`src/rtl/mem_access_ctrl.sv`:
```
// Multi-cycle data-memory access controller with req/ack handshake, timeout and sticky error.
// Define MEM_HIT_BUF_EN to add a one-entry read buffer that lets repeat loads complete stall-free.
module mem_access_ctrl #(
  parameter int unsigned TIMEOUT = 255
) (
  input  logic        clk_i,
  input  logic        rst_ni,
  input  logic        mem_re_i,
  input  logic        mem_we_i,
  input  logic [31:0] addr_i,
  input  logic [31:0] wdata_i,
  output logic [31:0] rdata_o,
  output logic        done_o,
  output logic        err_o,
  output logic        m_req_o,
  output logic        m_we_o,
  output logic [31:0] m_addr_o,
  output logic [31:0] m_wdata_o,
  input  logic [31:0] m_rdata_i,
  input  logic        m_ack_i
);

  typedef enum logic [1:0] {StIdle, StReq, StDone} state_e;

  localparam logic [15:0] CntSat = 16'(TIMEOUT);
  localparam logic [15:0] CntLast = 16'(TIMEOUT - 1);

  state_e      state_q, state_d;
  logic        m_req_q, m_req_d;
  logic        m_we_q, m_we_d;
  logic [31:0] m_addr_q, m_addr_d;
  logic [31:0] m_wdata_q, m_wdata_d;
  logic [31:0] rdata_q, rdata_d;
  logic        err_q, err_d;
  logic [15:0] cnt_q, cnt_d;

  logic        op;
  logic        hit;
  logic [31:0] buf_rdata;
  logic        unused_addr_bits;

  assign op = mem_re_i | mem_we_i;
  assign unused_addr_bits = ^addr_i[1:0];

`ifdef MEM_HIT_BUF_EN
  logic        buf_valid_q, buf_valid_d;
  logic [29:0] buf_tag_q, buf_tag_d;
  logic [31:0] buf_data_q, buf_data_d;

  assign hit = (state_q == StIdle) && mem_re_i && !mem_we_i && buf_valid_q &&
               (buf_tag_q == addr_i[31:2]);
  assign buf_rdata = buf_data_q;

  // Only acked accesses touch the buffer; timed-out ones leave it as is.
  always_comb begin
    buf_valid_d = buf_valid_q;
    buf_tag_d   = buf_tag_q;
    buf_data_d  = buf_data_q;
    if (state_q == StReq && m_ack_i) begin
      if (!m_we_q) begin
        buf_valid_d = 1'b1;
        buf_tag_d   = m_addr_q[31:2];
        buf_data_d  = m_rdata_i;
      end else if (buf_valid_q && buf_tag_q == m_addr_q[31:2]) begin
        buf_data_d  = m_wdata_q;
      end
    end
  end

  always_ff @(posedge clk_i or negedge rst_ni) begin
    if (!rst_ni) begin
      buf_valid_q <= 1'b0;
      buf_tag_q   <= '0;
      buf_data_q  <= '0;
    end else begin
      buf_valid_q <= buf_valid_d;
      buf_tag_q   <= buf_tag_d;
      buf_data_q  <= buf_data_d;
    end
  end
`else
  assign hit       = 1'b0;
  assign buf_rdata = '0;
`endif

  always_comb begin
    state_d   = state_q;
    m_req_d   = m_req_q;
    m_we_d    = m_we_q;
    m_addr_d  = m_addr_q;
    m_wdata_d = m_wdata_q;
    rdata_d   = rdata_q;
    err_d     = err_q;
    cnt_d     = cnt_q;
    done_o    = 1'b0;
    case (state_q)
      StIdle: begin
        done_o = !op || hit;
        if (op && !hit) begin
          m_req_d   = 1'b1;
          m_we_d    = mem_we_i;
          m_addr_d  = {addr_i[31:2], 2'b00};
          m_wdata_d = wdata_i;
          cnt_d     = '0;
          state_d   = StReq;
        end
      end
      StReq: begin
        cnt_d = (cnt_q >= CntSat) ? cnt_q : cnt_q + 16'd1;
        // Ack is checked first so an ack on the last allowed cycle still succeeds.
        if (m_ack_i) begin
          rdata_d = m_rdata_i;
          m_req_d = 1'b0;
          state_d = StDone;
        end else if (cnt_q >= CntLast) begin
          err_d   = 1'b1;
          rdata_d = '0;
          m_req_d = 1'b0;
          state_d = StDone;
        end
      end
      StDone: begin
        done_o  = 1'b1;
        state_d = StIdle;
      end
      default: state_d = StIdle;
    endcase
  end

  always_ff @(posedge clk_i or negedge rst_ni) begin
    if (!rst_ni) begin
      state_q   <= StIdle;
      m_req_q   <= 1'b0;
      m_we_q    <= 1'b0;
      m_addr_q  <= '0;
      m_wdata_q <= '0;
      rdata_q   <= '0;
      err_q     <= 1'b0;
      cnt_q     <= '0;
    end else begin
      state_q   <= state_d;
      m_req_q   <= m_req_d;
      m_we_q    <= m_we_d;
      m_addr_q  <= m_addr_d;
      m_wdata_q <= m_wdata_d;
      rdata_q   <= rdata_d;
      err_q     <= err_d;
      cnt_q     <= cnt_d;
    end
  end

  assign rdata_o   = hit ? buf_rdata : rdata_q;
  assign err_o     = err_q;
  assign m_req_o   = m_req_q;
  assign m_we_o    = m_we_q;
  assign m_addr_o  = m_addr_q;
  assign m_wdata_o = m_wdata_q;

endmodule
```
`config.mk`:
```
export PLATFORM = sky130hd
export DESIGN_NAME = mem_access_ctrl
export DESIGN_NICKNAME = d
export VERILOG_FILES = /design/src/rtl/mem_access_ctrl.sv
export SDC_FILE = /design/constraint.sdc
export NUM_CORES = 1
export LEC_CHECK = 0
export BUFFER_PORTS_ARGS = -buffer_cell sky130_fd_sc_hd__buf_4
export CORE_MARGIN = 1
export CORE_UTILIZATION = 50
export CTS_CLUSTER_SIZE = 30
export DETAILED_ROUTE_END_ITERATION = 6
export GPL_TIMING_DRIVEN = 0
export PLACE_DENSITY = 0.84
export SLEW_MARGIN = 30
export SYNTH_ARGS = -nofsm -noshare
export SYNTH_HDL_FRONTEND = slang
export SYNTH_SLANG_ARGS = --single-unit
```
`constraint.sdc`:
```
create_clock -name clk_i -period 3.65 [get_ports clk_i]
set_clock_uncertainty 0.2 [all_clocks]
set_input_delay 0.365 -clock clk_i [delete_from_list [all_inputs] [get_ports clk_i]]
set_output_delay 0.365 -clock clk_i [all_outputs]
set_load 0.05 [all_outputs]
```
==> results.sh, run 1 <==
export IMPL_status="finished clean"
export IMPL_setup_viol=0
export IMPL_critical_path_max_stage_delay_ns=0.55
export IMPL_num_vias=4506
export IMPL_critPathMaxFanout=10
export IMPL_synth_cell_types=36
export IMPL_fmax_ghz=0.412
export IMPL_drv_slew=0
export IMPL_grt_max_degree=116
export IMPL_layout_commonest_cell="buf_4"
export IMPL_clkTransAtPathRegs_ns=0.06
export IMPL_hold_viol_final=0
export IMPL_drive_above_1_share_pct=32.6
export IMPL_wirelength_um=15400
export IMPL_relSlewSlack_pct=43.6
export IMPL_root_buffer="clkbuf_8"
export IMPL_min_period_ns=2.43
export IMPL_startpoint_type="primary input"
export IMPL_path_buf_inv=5
export IMPL_synth_top_area_cell="dfrtp_1"
export IMPL_n_antenna_cell=0
export IMPL_io_pins=201
export IMPL_required_ns=3.90
export IMPL_antenna_found_initial=0
export IMPL_nets=845
export IMPL_synthTopCellsByArea="dfrtp_1, nand2_1, a22o_1"
export IMPL_tightest_slew_ns=0.846
export IMPL_area_delta_synth_final_pct=70.9
export IMPL_clk_latency_ns=0.51
export IMPL_grt_pass1_vias=4662
export IMPL_wl_per_cell_um=17.9
export IMPL_cts_sinks=115
export IMPL_synth_seq_cells=115
export IMPL_start_util_pct=51.5
export IMPL_slowest_stage="dlygate4sd3_1"
export IMPL_hold_class="primary input to async pin"
export IMPL_synth_top_area_share_pct=64.3
export IMPL_yosysWarnings=0
export IMPL_worst_slack_ns=1.22
export IMPL_dp_hpwl_um=7720
export IMPL_synth_area_mux_share_pct=0
export IMPL_cp_cell_sequence="dlygate4sd3_1 > buf_4 > nor2_1 > or3_1 > clkbuf_1 > buf_2 > clkbuf_1 > nand2_1 > nand2_1"
export IMPL_final_area_um2=7640
export IMPL_cts_buffer_depth=2
export IMPL_p_leak_uw=0.00404
export IMPL_drt_first_pass_iters=5
export IMPL_synthCells=429
export IMPL_fp_dieW_um=96.6
export IMPL_cts_tree="yes"
export IMPL_design_die_area_um2=9330
export IMPL_place_congestion=0.802
export IMPL_post_drt_via_cell_ratio=5.22
export IMPL_synth_simple_area_share_pct=21.8
export IMPL_grt_pass1_wl_um=22800
export IMPL_dp_worst_setup_slack_ns=1.33
export IMPL_grt_overflow=0
export IMPL_cellPowerDensity_nw_per_um2=1040
export IMPL_critical_path_class="primary input to register"
export IMPL_postPlaceCellArea_um2=6090
export IMPL_antenna_left=0
export IMPL_synth_top_family_by_area="simple AND/OR/NAND/NOR gates"
export IMPL_synth_compound_area_share_pct=9.87
export IMPL_drt_iter0_drc=231
export IMPL_synth_avg_cell_area_um2=10.4
export IMPL_layout_common_cells="buf_4, nand2_1, dfrtp_1"
export IMPL_fill_cells=372
export IMPL_cts_buffers=17
export IMPL_grt_usage_pct=33.4
export IMPL_yosysSeqAreaShare_pct=64.3
export IMPL_rows=34
export IMPL_portBuffers=196
export IMPL_finalCritPeriodShare_pct=66.5
export IMPL_peakVddDrop_mv=0.701
export IMPL_crit_path_end_kind="register"
export IMPL_cp_arrival_ns=2.68
export IMPL_maxCapViolations=0
export IMPL_route_detailed_drc=0
export IMPL_synthAdderAreaFrac_pct=0.559
export IMPL_fp_dieH_um=96.6
export IMPL_final_util_pct=88.1
export IMPL_rsz0062_at_grt="no"
export IMPL_cp_top_family="buffers and inverters"
export IMPL_core_um2=8680
export IMPL_netlist_area_um2=4470
export IMPL_synthXorXnorAreaFrac_pct=0
export IMPL_setup_tns_ns=0
export IMPL_htreeDepth=4
## worst paths after layout
kind                       startpoint            end  slack (ns)  cells past startpoint
min in group clk_i              err_o          err_o        0.27                      1
min reg2reg                     err_o          err_o        0.27                      1
max                          mem_we_i   m_addr_o[19]        1.22                      9
min                            rst_ni  m_wdata_o[23]        0.27                      2
max reg2reg                state_q[0]   m_addr_o[25]        1.51                      5
max in group asynchronous      rst_ni    rdata_o[20]        2.34                      2
## where the power goes
group          switching (uW)  internal [uW]  leakage (uW)  total, uW
clock                     621            996      0.000278       1620
combinational            2920           1210       0.00232       4120
sequential                364           1820       0.00144       2180
total                    3900           4020       0.00404       7920
## sequential cells by signal, summed over array words and instances (netlist names)
| name | count |
|---|---|
| m_wdata_o | 32 |
| rdata_o | 32 |
| m_addr_o | 30 |
| cnt_q | 16 |
| state_q | 2 |
| err_o | 1 |
| m_req_o | 1 |
| m_we_o | 1 |
## layer usage
layer  wire length, um  global-route usage (%)  share of wire (%)
met1              5880                    38.4                 38
met2              7860                    56.0                 51
met3              1330                    11.8                8.6
met4               358                    15.4                2.3
met5                 0                       0                  0
## stage by stage
step | power [uW] | hold slack (ns) | instances
after global routing | 8250 | 0.294 | 863
after CTS | 7750 | 0.274 | 863
after floorplan | 4780 | -0.131 | 430
after detailed placement | 6040 | 0.260 | 734
after global placement | 5960 | 0.257 | 734
final | 7920 | 0.266 | 863
## final cells by class
cell class,count,area [um^2],area share [%]
timing repair buffer,293,2450,32.1
clock inverter,14,154,2.01
clock buffer,18,428,5.60
buffer,26,135,1.77
inverter,4,15.0,0.196
multi-input combinational,285,1450,19.0
tap,108,135,1.77
sequential,115,2880,37.6
## cells by family (layout without fill, tap and decap cells)
| logic type | after synthesis | after routing |
|---|---|---|
| buffers and inverters | 30 | 355 |
| adders and majority gates | 2 | 2 |
| DFF | 115 | 115 |
| other | 1 | 2 |
| and+or+nand+nor | 229 | 229 |
| AOI/OAI and AO/OA | 52 | 52 |
## worst reg2reg max path: cells and delay by family, from the launching register on
family	cells	cell delay, ns
DFF	1	0.42
buffers and inverters	2	0.65
and+or+nand+nor	3	0.79
## Yosys cell counts, drive strengths merged
cell type	instances
o211a	2
and2b	1
ha	2
clkbuf	15
o2111ai	1
o211ai	3
nand2b	2
a22o	32
o311ai	1
o21ai	3
or4	4
conb	1
nand4	1
o41ai	2
o31ai	4
buf	11
nor2	5
inv	4
a21oi	2
nand2	194
nor3	3
nor4	3
or2	1
nand3	4
dfrtp	115
o21bai	1
and2	9
a21o	1
or3	2
## repair_timing
item | CTS | global route
buffers inserted | 0 | 0
hold buffers | 97 | 0
endpoints found under the hold margin | 212 | 0
gates resized for setup | 0 | 0
No activity file was read; power rests on OpenSTA's default activity.
==> inputs of run 2 (changes only) <==
- CORE_UTILIZATION: 50 -> 47
- PLACE_DENSITY: 0.84 -> 0.8
- clock period: 3.65 -> 2.5 ns (I/O delays scaled with it)
==> run 2 against run 1 <==
  * Register-to-register slack lost 1.1 ns
  * First-iteration DRC count grew 0.87%
  * Wire length shrank 9.3%
  * Combinational power grew 43%
==> results.sh, run 2 (synthesis results as in run 1) <==
export IMPL_status="finished clean"
export IMPL_cts_tree="yes"
export IMPL_rsz0062_at_grt="no"
export IMPL_rrSetupSlack_ns=0.42
export IMPL_dp_hpwl_um=7730
export IMPL_num_vias=4278
export IMPL_post_drt_via_cell_ratio=4.84
export IMPL_cp_arrival_ns=2.30
export IMPL_setup_viol=0
export IMPL_drt_first_pass_iters=5
export IMPL_place_congestion=0.819
export IMPL_finalCritPeriodShare_pct=86.1
export IMPL_grt_pass1_wl_um=21800
export IMPL_cts_sinks=115
export IMPL_fmax_ghz=0.465
export IMPL_tightest_slew_ns=0.848
export IMPL_fp_dieW_um=99.6
export IMPL_cts_buffer_depth=2
export IMPL_p_leak_uw=0.00404
export IMPL_portBuffers=196
export IMPL_area_delta_synth_final_pct=71.7
export IMPL_cellPowerDensity_nw_per_um2=1490
export IMPL_hold_viol_final=0
export IMPL_setup_tns_ns=0
export IMPL_startpoint_type="primary input"
export IMPL_io_pins=201
export IMPL_hold_class="primary input to async pin"
export IMPL_crit_path_end_kind="register"
export IMPL_root_buffer="clkbuf_8"
export IMPL_clk_latency_ns=0.50
export IMPL_peakVddDrop_mv=0.860
export IMPL_fp_dieH_um=99.6
export IMPL_cts_buffers=17
export IMPL_htreeDepth=4
export IMPL_rows=35
export IMPL_ctsResizeCount=0
export IMPL_layout_common_cells="buf_4, nand2_1, dfrtp_1"
export IMPL_fill_cells=487
export IMPL_critical_path_class="primary input to register"
export IMPL_grt_usage_pct=28.9
export IMPL_antenna_found_initial=0
export IMPL_maxCapViolations=0
export IMPL_n_antenna_cell=0
export IMPL_nets=845
export IMPL_final_seq_area_um2=2880
export IMPL_layout_cells_non_filler=884
export IMPL_multiInputGateArea_um2=1450
export IMPL_start_util_pct=48.4
export IMPL_grt_max_degree=116
export IMPL_crit_top_cell="clkbuf_1"
export IMPL_wirelength_um=14000
export IMPL_critical_path_max_stage_delay_ns=0.55
export IMPL_core_um2=9240
export IMPL_cts_hold_buffers_added=97
export IMPL_path_buf_inv=5
export IMPL_drv_slew=0
export IMPL_clkTransAtPathRegs_ns=0.05
export IMPL_required_ns=2.65
export IMPL_relSlewSlack_pct=43.4
export IMPL_drt_iter0_drc=233
export IMPL_slowest_stage="dlygate4sd3_1"
export IMPL_critPathMaxFanout=10
export IMPL_placedCellCount=755
export IMPL_cp_top_family="buffers and inverters"
export IMPL_wl_per_cell_um=15.8
export IMPL_route_detailed_drc=0
export IMPL_cts_setup_buffers=0
export IMPL_layout_commonest_cell="buf_4"
export IMPL_grt_pass1_vias=4451
export IMPL_final_util_pct=83.1
export IMPL_min_period_ns=2.15
export IMPL_drive_above_1_share_pct=32.3
export IMPL_cp_cell_sequence="dlygate4sd3_1 > buf_4 > nor2_1 > or3_1 > clkbuf_1 > buf_2 > clkbuf_1 > o21ai_0"
export IMPL_design_die_area_um2=9910
export IMPL_grt_overflow=0
export IMPL_antenna_left=0
-- run 2: where the power goes --
part / internal, uW / switching [uW] / total [uW]
clock: 1540 / 840 / 2380
combinational: 1760 / 4140 / 5890
sequential: 2650 / 504 / 3160
-- run 2: layout make-up --
| cell class | instances | share of cell area (%) |
|---|---|---|
| Clock inverter | 12 | 2.04 |
| Sequential cell | 115 | 37.5 |
| Tap cell | 129 | 2.10 |
| Buffer | 26 | 1.76 |
| Timing Repair Buffer | 293 | 31.9 |
| Multi-Input combinational cell | 285 | 18.9 |
| Clock buffer | 20 | 5.67 |
| Inverter | 4 | 0.196 |
-- run 2: worst reg2reg max path, delay by kind of cell, from the launching register on --
family / cells / cell delay (ns)
buffers and inverters: 2 / 0.62
and+or+nand+nor: 2 / 0.48
DFF: 1 / 0.43
AOI/OAI and AO/OA: 1 / 0.28
-- run 2: metrics by stage --
step	cell area, um^2	total power [uW]	hold WS (ns)	worst slack [ns]
6_report	7680	11400	0.210	0.348
2_1_floorplan	4480	6980	-0.246	0.705
5_1_grt	7680	11900	0.271	0.242
3_3_place_gp	6110	8700	0.239	0.445
3_5_place_dp	6120	8840	0.179	0.417
4_1_cts	7680	11400	0.247	0.377
-- run 2: worst paths after layout --
path / startpoint / endpoint / depth (start not counted)
min in group clk_i: m_addr_o[11] / m_addr_o[11] / 2
worst min register to register: m_addr_o[11] / m_addr_o[11] / 2
worst max register to register: state_q[1] / rdata_o[20] / 5
worst max-delay path: mem_we_i / state_q[0] / 8
max in group asynchronous: rst_ni / rdata_o[18] / 2
worst min-delay path: rst_ni / rdata_o[4] / 2
-- run 2: per-layer routing --
layer | up-vias | global-route usage [%] | wire [um]
met5 | - | 0 | 0
met4 | 0 | 10.7 | 302
met3 | 27 | 8.50 | 949
met2 | 172 | 52.8 | 7380
met1 | 2040 | 31.7 | 5360
li1 | 2039 | - | -
